### src/rtl/alarm_pkg.sv
// rtl/alarm_pkg.sv - shared types and limits for the multi-slot alarm clock
package alarm_pkg;

  localparam logic [7:0] MAX_SEC  = 8'd59;
  localparam logic [7:0] MAX_MIN  = 8'd59;
  localparam logic [7:0] MAX_HOUR = 8'd23;

  typedef enum logic [1:0] {
    ST_IDLE   = 2'd0,
    ST_RING   = 2'd1,
    ST_SNOOZE = 2'd2
  } alarm_state_e;

  typedef struct packed {
    logic [7:0] hour;
    logic [7:0] min;
    logic [7:0] sec;
  } hms_t;

  function automatic logic hms_in_range(input hms_t t);
    return (t.hour <= MAX_HOUR) && (t.min <= MAX_MIN) && (t.sec <= MAX_SEC);
  endfunction

endpackage

### src/rtl/hms_counter.sv
// rtl/hms_counter.sv - seconds prescaler and hh:mm:ss carry chain with load port
module hms_counter
  import alarm_pkg::*;
#(
  parameter int TICKS_PER_SEC = 100000000
) (
  input  logic clk,
  input  logic rst,
  input  logic load_valid,
  input  hms_t load_time,
  output hms_t cur_time,
  output logic tick
);

  localparam int PW = (TICKS_PER_SEC > 1) ? $clog2(TICKS_PER_SEC) : 1;
  localparam logic [PW-1:0] PRE_LAST = PW'(TICKS_PER_SEC - 1);

  logic [PW-1:0] pre_q, pre_d;
  hms_t          time_q, time_d;
  logic          raw_tick;

  always_comb begin
    raw_tick = (pre_q == PRE_LAST);
    pre_d    = pre_q + 1'b1;
    time_d   = time_q;
    if (load_valid) begin
      pre_d  = '0;
      time_d = load_time;
    end else if (raw_tick) begin
      pre_d = '0;
      if (time_q.sec == MAX_SEC) begin
        time_d.sec = '0;
        if (time_q.min == MAX_MIN) begin
          time_d.min  = '0;
          time_d.hour = (time_q.hour == MAX_HOUR) ? 8'd0 : time_q.hour + 8'd1;
        end else begin
          time_d.min = time_q.min + 8'd1;
        end
      end else begin
        time_d.sec = time_q.sec + 8'd1;
      end
    end
  end

  // A load swallows the coincident tick so downstream counters never see it.
  assign tick     = raw_tick && !load_valid;
  assign cur_time = time_q;

  always_ff @(posedge clk) begin
    if (rst) begin
      pre_q  <= '0;
      time_q <= '0;
    end else begin
      pre_q  <= pre_d;
      time_q <= time_d;
    end
  end

endmodule

### src/rtl/alarm_clock_multi.sv
// rtl/alarm_clock_multi.sv - time-of-day clock with N alarm slots, snooze and auto-stop
module alarm_clock_multi
  import alarm_pkg::*;
#(
  parameter int TICKS_PER_SEC = 100000000,
  parameter int NUM_ALARMS    = 4,
  parameter int SNOOZE_SEC    = 300,
  parameter int RING_SEC      = 60
) (
  input  logic                  clk,
  input  logic                  rst,
  input  logic                  set_valid,
  input  logic [3:0]            set_sel,
  input  logic [7:0]            set_hour,
  input  logic [7:0]            set_min,
  input  logic [7:0]            set_sec,
  input  logic [NUM_ALARMS-1:0] alarm_en,
  input  logic                  snooze,
  input  logic                  stop,
  output logic [7:0]            hour,
  output logic [7:0]            min,
  output logic [7:0]            sec,
  output logic                  ring,
  output logic [2:0]            ring_id,
  output logic                  snoozing,
  output logic                  set_err
);

  localparam int SW = (SNOOZE_SEC > 1) ? $clog2(SNOOZE_SEC + 1) : 1;
  localparam int RW = (RING_SEC > 1) ? $clog2(RING_SEC) : 1;

  hms_t                  set_val;
  hms_t                  cur_time;
  logic                  set_ok;
  logic                  time_load;
  logic                  tick;

  hms_t                  alarm_q [NUM_ALARMS];
  hms_t                  alarm_d [NUM_ALARMS];
  alarm_state_e          state_q, state_d;
  logic [2:0]            ring_id_q, ring_id_d;
  logic [SW-1:0]         snz_q, snz_d;
  logic [RW-1:0]         rc_q, rc_d;
  logic                  eval_q, eval_d;
  logic                  set_err_q, set_err_d;

  logic [NUM_ALARMS-1:0] hit;
  logic                  match;
  logic [2:0]            match_id;
  logic [7:0]            en_ext;
  logic                  ring_en;

  assign set_val   = {set_hour, set_min, set_sec};
  assign set_ok    = set_valid && hms_in_range(set_val) && (set_sel <= 4'(NUM_ALARMS));
  assign time_load = set_ok && (set_sel == 4'd0);

  hms_counter #(
    .TICKS_PER_SEC(TICKS_PER_SEC)
  ) u_hms (
    .clk       (clk),
    .rst       (rst),
    .load_valid(time_load),
    .load_time (set_val),
    .cur_time  (cur_time),
    .tick      (tick)
  );

  always_comb begin
    for (int i = 0; i < NUM_ALARMS; i++) begin
      alarm_d[i] = alarm_q[i];
      if (set_ok && (set_sel == 4'(i + 1))) alarm_d[i] = set_val;
    end
  end

  // Matches are only meaningful in the cycle right after the time moved.
  always_comb begin
    match_id = 3'd0;
    for (int i = 0; i < NUM_ALARMS; i++) hit[i] = alarm_en[i] && (alarm_q[i] == cur_time);
    for (int i = NUM_ALARMS - 1; i >= 0; i--) if (hit[i]) match_id = 3'(i);
    match = eval_q && (|hit);
  end

  assign en_ext  = 8'(alarm_en);
  assign ring_en = en_ext[ring_id_q];

  always_comb begin
    state_d   = state_q;
    ring_id_d = ring_id_q;
    snz_d     = snz_q;
    rc_d      = rc_q;
    eval_d    = tick || time_load;
    set_err_d = set_valid && !set_ok;
    case (state_q)
      ST_IDLE: begin
        if (match) begin
          state_d   = ST_RING;
          ring_id_d = match_id;
          rc_d      = '0;
        end
      end
      ST_RING: begin
        if (stop || !ring_en) begin
          state_d = ST_IDLE;
          rc_d    = '0;
        end else if (snooze) begin
          state_d = ST_SNOOZE;
          snz_d   = SW'(SNOOZE_SEC);
          rc_d    = '0;
        end else if (tick) begin
          if (rc_q == RW'(RING_SEC - 1)) begin
            state_d = ST_IDLE;
            rc_d    = '0;
          end else begin
            rc_d = rc_q + 1'b1;
          end
        end
      end
      ST_SNOOZE: begin
        if (stop || !ring_en) begin
          state_d = ST_IDLE;
          snz_d   = '0;
        end else if (match) begin
          state_d   = ST_RING;
          ring_id_d = match_id;
          snz_d     = '0;
          rc_d      = '0;
        end else if (tick) begin
          if (snz_q <= SW'(1)) begin
            state_d = ST_RING;
            snz_d   = '0;
            rc_d    = '0;
          end else begin
            snz_d = snz_q - 1'b1;
          end
        end
      end
      default: state_d = ST_IDLE;
    endcase
  end

  always_ff @(posedge clk) begin
    if (rst) begin
      for (int i = 0; i < NUM_ALARMS; i++) alarm_q[i] <= '0;
      state_q   <= ST_IDLE;
      ring_id_q <= '0;
      snz_q     <= '0;
      rc_q      <= '0;
      eval_q    <= 1'b0;
      set_err_q <= 1'b0;
    end else begin
      for (int i = 0; i < NUM_ALARMS; i++) alarm_q[i] <= alarm_d[i];
      state_q   <= state_d;
      ring_id_q <= ring_id_d;
      snz_q     <= snz_d;
      rc_q      <= rc_d;
      eval_q    <= eval_d;
      set_err_q <= set_err_d;
    end
  end

  assign hour     = cur_time.hour;
  assign min      = cur_time.min;
  assign sec      = cur_time.sec;
  assign ring     = (state_q == ST_RING);
  assign snoozing = (state_q == ST_SNOOZE);
  assign ring_id  = ring_id_q;
  assign set_err  = set_err_q;

endmodule

### config.mk
export PLATFORM = sky130hd
export DESIGN_NAME = alarm_clock_multi
export DESIGN_NICKNAME = d
export VERILOG_FILES = /design/src/rtl/alarm_pkg.sv /design/src/rtl/hms_counter.sv /design/src/rtl/alarm_clock_multi.sv
export SDC_FILE = /design/constraint.sdc
export NUM_CORES = 1
export LEC_CHECK = 0
export ABC_CLOCK_PERIOD_IN_PS = 2800
export CAP_MARGIN = 20
export CORE_MARGIN = 2
export CORE_UTILIZATION = 59
export CTS_CLUSTER_SIZE = 24
export DETAILED_ROUTE_END_ITERATION = 8
export GPL_TIMING_DRIVEN = 1
export PLACE_DENSITY = 0.81
export SYNTH_ARGS = -nofsm -noshare
export SYNTH_HDL_FRONTEND = slang
export SYNTH_SLANG_ARGS = --single-unit
### constraint.sdc
create_clock -name clk -period 2.8 [get_ports clk]
set_input_delay 0.56 -clock clk [delete_from_list [all_inputs] [get_ports clk]]
set_output_delay 0.56 -clock clk [all_outputs]
set_load 0.005 [all_outputs]
Word level (Yosys, flattened, before mapping)
Memories as Yosys holds them, arrays and structs flattened.
Cells that the tools add are included.
- $lt $le $gt $ge: 6
- bitwise logic cells: 4
- equality and inequality tests: 25
- reductions and logical operators: 37
- muxes and demuxes: 54
- add/subtract/negate cells: 6
- operators with widths (operator ; count):
    2-to-1 mux 24 bit ; 10
    equality test 24 bit ; 4
    2-to-1 mux 6 bit ; 9
    2-to-1 mux 9 bit ; 6
    2-to-1 mux 8 bit ; 4
    adder 27 x 1 -> 27 bit (second input constant) ; 1
    equality test 27 bit (second input constant) ; 1
    adder 8 x 1 -> 8 bit (second input constant) ; 3
    2-to-1 mux 2 bit ; 10
    case mux 6 bit (3 select lines) ; 1
    case mux 9 bit (2 select lines) ; 1
    equality test 8 x 6 -> 1 bit (second input constant) ; 2
    less-or-equal comparator 8 x 6 -> 1 bit (second input constant) ; 2
    logical AND 1 bit ; 16
    2-to-1 mux 16 bit ; 1
    2-to-1 mux 3 bit ; 5
    nonzero test 2 bit ; 5
    less-or-equal comparator 9 x 1 -> 1 bit (second input constant) ; 1
    subtractor 9 x 1 -> 9 bit (second input constant) ; 1
    equality test 4 x 2 -> 1 bit (second input constant) ; 2
    equality test 8 x 5 -> 1 bit (second input constant) ; 1
    less-or-equal comparator 8 x 5 -> 1 bit (second input constant) ; 1
    inequality test 2 bit (second input constant) ; 4
    inequality test 4 x 1 -> 1 bit (second input constant) ; 2
    other kinds (27) ; 39
- bits in writable memories: 96
- input port bits: 37
- output and inout bits: 30
- logic and storage cells: 143
- memories kept: 1
- flip-flop bits (word level): 73
- memory list (name ; depth ; bits a word ; rd ports ; clocked after memory_dff ; write ports ; RTL line ; source):
    alarm_q ; 4 ; 24 ; 4 ; 0 ; 4 ; alarm_clock_multi.sv:38 ; hms_t alarm_q [NUM_ALARMS];

Depth between registers and ports, before layout
- word-level depth: 12
- depth in mapped cells: 10
- mapped depth without buffers: 9

By module
From an unflattened synthesis, not the netlist that was laid out.
- cells, all modules: 949
- area total of the unflattened synthesis: 8538.2 µm²
- modules (own cells, without submodules) (module ; area each (µm²) ; cells an instance ; seq. area each (µm²) ; times used):
    alarm_clock_multi ; 5696.7 ; 601 ; 2342.2 ; 1
    hms_counter ; 2841.5 ; 348 ; 1021.0 ; 1

Worst setup path after synthesis
No wires, ideal clock.
- path kind: input -> register
- from: input set_sec[6]
- to: memory alarm_q[0][10] in the netlist's numbering
- path slack: 0.414 ns
- setup time: 0.128 ns
- arrival time: 2.258 ns
- data required time: 2.672 ns
- buffers on the path: 1
- stages on the path: 8
- path through: nor4b_1 > nand2_1 > nor3_1 > nand2_1 > nor2_2 > buf_4 > mux2i_1 > nor2_1
- RTL lines (item ; RTL line ; source):
    start: declaration ; alarm_clock_multi.sv:16 ; input logic [7:0] set_sec,
    end: declaration ; alarm_clock_multi.sv:38 ;

Worst setup path in the final report
- from: register u_hms.time_q (netlist bit u_hms.cur_time[19])
- to: register snz_q[0]
- cells in the longest elaborated chain, start to end: 7
- elaborated cells between the ends (all ways): 15
- classes of those cells: eq/ne: 5; mux: 3; reduce/logical: 7
- RTL lines (item ; RTL line ; source):
    start: declaration ; hms_counter.sv:19 ; hms_t time_q, time_d;
    start signal: assignment ; hms_counter.sv:55 ; time_q <= time_d;
    equality test 24 bit ; alarm_clock_multi.sv:78 ; for (int i = 0; i < NUM_ALARMS; i++) hit[i] = alarm_en[i] && (alarm_q[i] == cur_time);
    logical AND 1 bit ; alarm_clock_multi.sv:78 ;
    OR reduction 4 bit * ; alarm_clock_multi.sv:80 ; match = eval_q && (|hit);
    logical AND 1 bit * ; alarm_clock_multi.sv:80 ;
    2-to-1 mux 9 bit ; alarm_clock_multi.sv:122 ; end else if (match) begin
    2-to-1 mux 9 bit ; alarm_clock_multi.sv:119 ; if (stop || !ring_en) begin
    case mux 9 bit (2 select lines) ; alarm_clock_multi.sv:93 ; case (state_q)
    end signal: assignment ; alarm_clock_multi.sv:154 ; snz_q <= snz_d;
    end: declaration ; alarm_clock_multi.sv:42 ; logic [SW-1:0] snz_q, snz_d;
Mark *: on every way between the ends. The rest lies on a longest branch, timed or not.
A chain may end at the register's enable or synchronous reset.

==> run_summary.xml <==
<?xml version="1.0" encoding="UTF-8"?>
<metrics>
  <group name="placement">
    <metric name="place.detailed.hpwl" unit="µm">17600</metric>
    <metric name="gp_routability_congestion" unit="">1.01</metric>
    <metric name="port_buffers" unit="">65</metric>
  </group>
  <group name="routing">
    <metric name="antenna_violating_nets_post_route" unit="">0</metric>
    <metric name="vias" unit="">7715</metric>
    <metric name="first_pass_iters" unit="">5</metric>
    <metric name="routed_wl" unit="µm">23700</metric>
    <metric name="viasPerCell" unit="">5.88</metric>
    <metric name="route.detailed.drc" unit="">0</metric>
    <metric name="drt_iter0_markers" unit="">677</metric>
    <metric name="wl_per_cell" unit="µm">18.1</metric>
  </group>
  <group name="synth">
    <metric name="synthesis.yosys.warnings" unit="">0</metric>
    <metric name="ys_top_cells_by_area" unit="">sky130_fd_sc_hd__dfxtp_1, sky130_fd_sc_hd__xnor2_1, sky130_fd_sc_hd__nand2_1, sky130_fd_sc_hd__xor2_1, sky130_fd_sc_hd__nor2_1</metric>
    <metric name="synthArstFlopShare" unit="%">0</metric>
    <metric name="post_synth_num_cell_types" unit="">73</metric>
    <metric name="syn_avg_cell_area" unit="µm²">8.40</metric>
    <metric name="syn-cell-area" unit="mm²">0.00848</metric>
    <metric name="ys_top_cells_by_count" unit="">sky130_fd_sc_hd__dfxtp_1, sky130_fd_sc_hd__nand2_1, sky130_fd_sc_hd__nor2_1</metric>
    <metric name="synth_top_cell_by_area" unit="">sky130_fd_sc_hd__dfxtp_1</metric>
    <metric name="synthesized_netlist_net_count" unit="">1054</metric>
    <metric name="synth_sequential_area_ratio" unit="%">39.7</metric>
    <metric name="synth.most_common_cell" unit="">sky130_fd_sc_hd__dfxtp_1</metric>
    <metric name="synthesis.instances" unit="">1010</metric>
    <metric name="synth_enable_flop_cells" unit="">0</metric>
    <metric name="synth_top_flop_cell" unit="">sky130_fd_sc_hd__dfxtp_1</metric>
    <metric name="synth_largest_type_area_fraction" unit="%">39.7</metric>
    <metric name="ys_seq_elements" unit="">168</metric>
  </group>
  <group name="power">
    <metric name="powerDensity" unit="mW/mm²">470</metric>
    <metric name="switching_share" unit="%">23.3</metric>
    <metric name="irDropWorstVdd" unit="mV">0.493</metric>
    <metric name="netSwitchingPower" unit="W">0.00113</metric>
    <metric name="power" unit="W">0.00484</metric>
    <metric name="power.share.combinational" unit="%">4.1</metric>
    <metric name="sequential_cell_fraction_of_total_power" unit="%">49.6</metric>
    <metric name="power.clock.fraction" unit="%">46.4</metric>
    <metric name="p_leak" unit="nW">3.97</metric>
    <metric name="internal-power" unit="W">0.00371</metric>
  </group>
  <group name="setup_path">
    <metric name="regToRegStartpoint" unit="">u_hms.cur_time[19]</metric>
    <metric name="timing.setup.critical_path_class" unit="">register to register</metric>
    <metric name="r2r-end" unit="">snz_q[0]</metric>
    <metric name="reg2regPathDepth" unit="">9</metric>
    <metric name="cp.arrival" unit="ns">2.99</metric>
    <metric name="timing.critical_path.fanout_max" unit="">5</metric>
    <metric name="worstSetupStartpointType" unit="">register</metric>
    <metric name="worst-r2r-setup-slack" unit="ns">0.14</metric>
    <metric name="cp.required" unit="ns">3.12</metric>
    <metric name="timing.critical_path.to_type" unit="">register</metric>
  </group>
  <group name="global_route">
    <metric name="maximum_number_of_pins_on_one_net_before_global_route_repair" unit="">115</metric>
    <metric name="globalRoute.totalOverflow" unit="">0</metric>
    <metric name="grt_pass1_vias" unit="">7294</metric>
    <metric name="initial_antenna_violation_count" unit="">0</metric>
    <metric name="grt_pass1_wl" unit="µm">37700</metric>
    <metric name="groute.usage.overall" unit="%">32.5</metric>
  </group>
  <group name="clock_network">
    <metric name="cts_num_sinks" unit="">168</metric>
    <metric name="cts_root_buffer" unit="">sky130_fd_sc_hd__clkbuf_16</metric>
    <metric name="worst_setup_hold_path_clk_slew" unit="ns">0.06</metric>
    <metric name="holdBufCountCts" unit="">0</metric>
    <metric name="h-tree-depth" unit="">4</metric>
    <metric name="insertion_delay" unit="ns">0.44</metric>
    <metric name="cts.path.max_buffers" unit="">2</metric>
    <metric name="tritoncts_clock_tree" unit="">built</metric>
    <metric name="total_cts_buffers" unit="">17</metric>
  </group>
  <group name="floorplan">
    <metric name="die_h" unit="µm">124</metric>
    <metric name="total_die_area" unit="mm²">0.0153</metric>
    <metric name="rows" unit="">43</metric>
    <metric name="core" unit="mm²">0.0139</metric>
    <metric name="fp.dieW" unit="µm">124</metric>
    <metric name="initial_core_util" unit="%">60.9</metric>
    <metric name="boundaryPins" unit="">67</metric>
  </group>
  <group name="final_layout">
    <metric name="num_antenna_cells" unit="">0</metric>
    <metric name="layout-drive-gt1-share" unit="%">12.3</metric>
    <metric name="final.fill_count" unit="">1031</metric>
    <metric name="area_growth" unit="%">21.3</metric>
    <metric name="layout.nets" unit="">1163</metric>
  </group>
  <group name="status">
    <metric name="run_status" unit="">complete, no violations</metric>
  </group>
  <group name="sta">
    <metric name="finalClockSkew" unit="ns">0.00963</metric>
    <metric name="finalHoldViolations" unit="">0</metric>
    <metric name="pins_over_their_slew_limit" unit="">0</metric>
    <metric name="timing.setup.tns" unit="ns">0</metric>
    <metric name="finalCriticalPeriod" unit="ns">2.66</metric>
    <metric name="worst_slew_pin_slew" unit="ns">0.543</metric>
    <metric name="max-slew-margin-rel" unit="%">63.5</metric>
    <metric name="unrepaired_setup_endpoints_after_global_routing" unit="">false</metric>
    <metric name="fin_hold_ws" unit="ns">0.460</metric>
    <metric name="fmax" unit="MHz">376</metric>
    <metric name="timing.final.crit_share" unit="%">95.1</metric>
    <metric name="setup_viol" unit="">0</metric>
  </group>
  <group name="worst_hold_path">
    <metric name="worstHoldStart" unit="">u_hms.pre_q[0]</metric>
    <metric name="min_path_type" unit="">register to register</metric>
    <metric name="min_delay_worst_endpoint" unit="">u_hms.pre_q[0]</metric>
    <metric name="hold-path-cell-count" unit="">1</metric>
  </group>
  <group name="run">
    <metric name="max_cap_violations" unit="">0</metric>
  </group>
</metrics>
## layout by cell type, fill, tap and decap left out, drive strengths merged, types with 3 or more instances in the layout
master	synthesis	routed
xnor2	72	72
or3	5	5
a31oi	3	3
and2	34	34
and3	11	11
a311oi	3	3
inv	8	12
o21ai	26	26
xor2	51	51
nand2	139	139
clkdlybuf4s50	0	64
or2	5	5
nand4b	3	3
nor2b	7	7
nor4b	7	7
clkbuf	21	19
and4	5	5
a2bb2oi	4	4
nor3	16	16
nand4	43	43
nand3	31	31
nand2b	9	9
nor4	20	20
nor3b	3	3
ha	7	7
o31ai	5	5
o31a	3	3
or4	6	6
nor2	118	118
dfxtp	168	168
clkinvlp	0	6
a21oi	68	68
a21o	6	6
buf	36	84
a211oi	4	4
mux2i	36	36
## kinds of logic (layout without fill, tap and decap cells)
| kind of cell | Yosys count | after routing | synth area share, % |
|---|---|---|---|
| and+or+nand+nor | 468 | 468 | 27.6 |
| DFF | 168 | 168 | 39.7 |
| AOI/OAI and AO/OA | 139 | 139 | 10.3 |
| xor gates and xnor gates | 123 | 123 | 12.7 |
| buffers and inverters | 66 | 188 | 3.97 |
| muxes | 38 | 38 | 4.65 |
| adders and majority gates | 7 | 7 | 1.03 |
| other | 1 | 1 | 0.0442 |
## cell type report
cell class	count	area, µm²	share of cell area, %
multi-input cells	776	4790	46.6
flip-flops and latches	168	3360	32.7
repair buffers	148	1320	12.8
clock buffers	19	433	4.21
well taps	180	225	2.19
clock inverters	13	120	1.17
inverters	8	30.0	0.292
## worst max-delay path, stage by stage, from the launching register on
cell	delay, ns
sky130_fd_sc_hd__dfxtp_1	0.49
sky130_fd_sc_hd__xor2_1	0.12
sky130_fd_sc_hd__nor4_1	0.43
sky130_fd_sc_hd__and3_1	0.30
sky130_fd_sc_hd__nand4_1	0.16
sky130_fd_sc_hd__a41oi_1	0.29
sky130_fd_sc_hd__buf_4	0.18
sky130_fd_sc_hd__o41a_1	0.20
sky130_fd_sc_hd__nor2_1	0.10
sky130_fd_sc_hd__mux2_2	0.29
## per-layer routing
| layer | share of wire (%) | vias to the layer above | track usage [%] |
|---|---|---|---|
| met5 | 0 | - | 0 |
| met3 | 8.7 | 50 | 5.31 |
| met1 | 43 | 3644 | 44.8 |
| li1 | - | 3715 | - |
| met4 | 2.8 | 0 | 12.1 |
| met2 | 46 | 306 | 51.3 |
## worst max-delay path by stage
stage                                   from                 end
after CTS                 u_hms.cur_time[19]            snz_q[0]
final                     u_hms.cur_time[19]            snz_q[0]
after global routing      u_hms.cur_time[18]            snz_q[0]
after global placement            set_min[7]  u_hms.cur_time[21]
after floorplan                   set_sec[6]      alarm_q[0][10]
after detailed placement          set_min[3]             rc_q[4]
## through the flow
| step | util (%) | cell area [µm²] | setup slack [ns] | cells |
|---|---|---|---|---|
| detailed placement | 69.7 | 9720 | -0.212 | 1279 |
| global placement | 69.7 | 9720 | -0.119 | 1279 |
| finish | 73.8 | 10300 | 0.138 | 1312 |
| CTS | 73.7 | 10300 | 0.197 | 1311 |
| floorplan | - | 8480 | 0.414 | 1010 |
| global route | 73.8 | 10300 | 0.0401 | 1312 |
## power groups by stage
| stage | clock (W) | combinational (W) | sequential [W] |
|---|---|---|---|
| after floorplan | 0 | 0.0000672 | 0.00245 |
| after global placement | 0 | 0.000190 | 0.00245 |
| after detailed placement | 0 | 0.000192 | 0.00245 |
| after CTS | 0.00225 | 0.000193 | 0.00240 |
| after global routing | 0.00235 | 0.000210 | 0.00240 |
| final | 0.00224 | 0.000198 | 0.00240 |
## state kept, by name, indices dropped and copies added (netlist names)
signal,flops
alarm_q,96
eval_q,1
rc_q,6
ring_id,2
set_err,1
snz_q,9
state_q,2
u_hms.cur_time,24
u_hms.pre_q,27
## timing repair
| action | CTS | global route |
|---|---|---|
| setup buffers | 0 | 1 |
| setup endpoints to repair | 0 | 5 |
| resized for setup | 0 | 2 |
No activity file was read; power rests on OpenSTA's default activity.
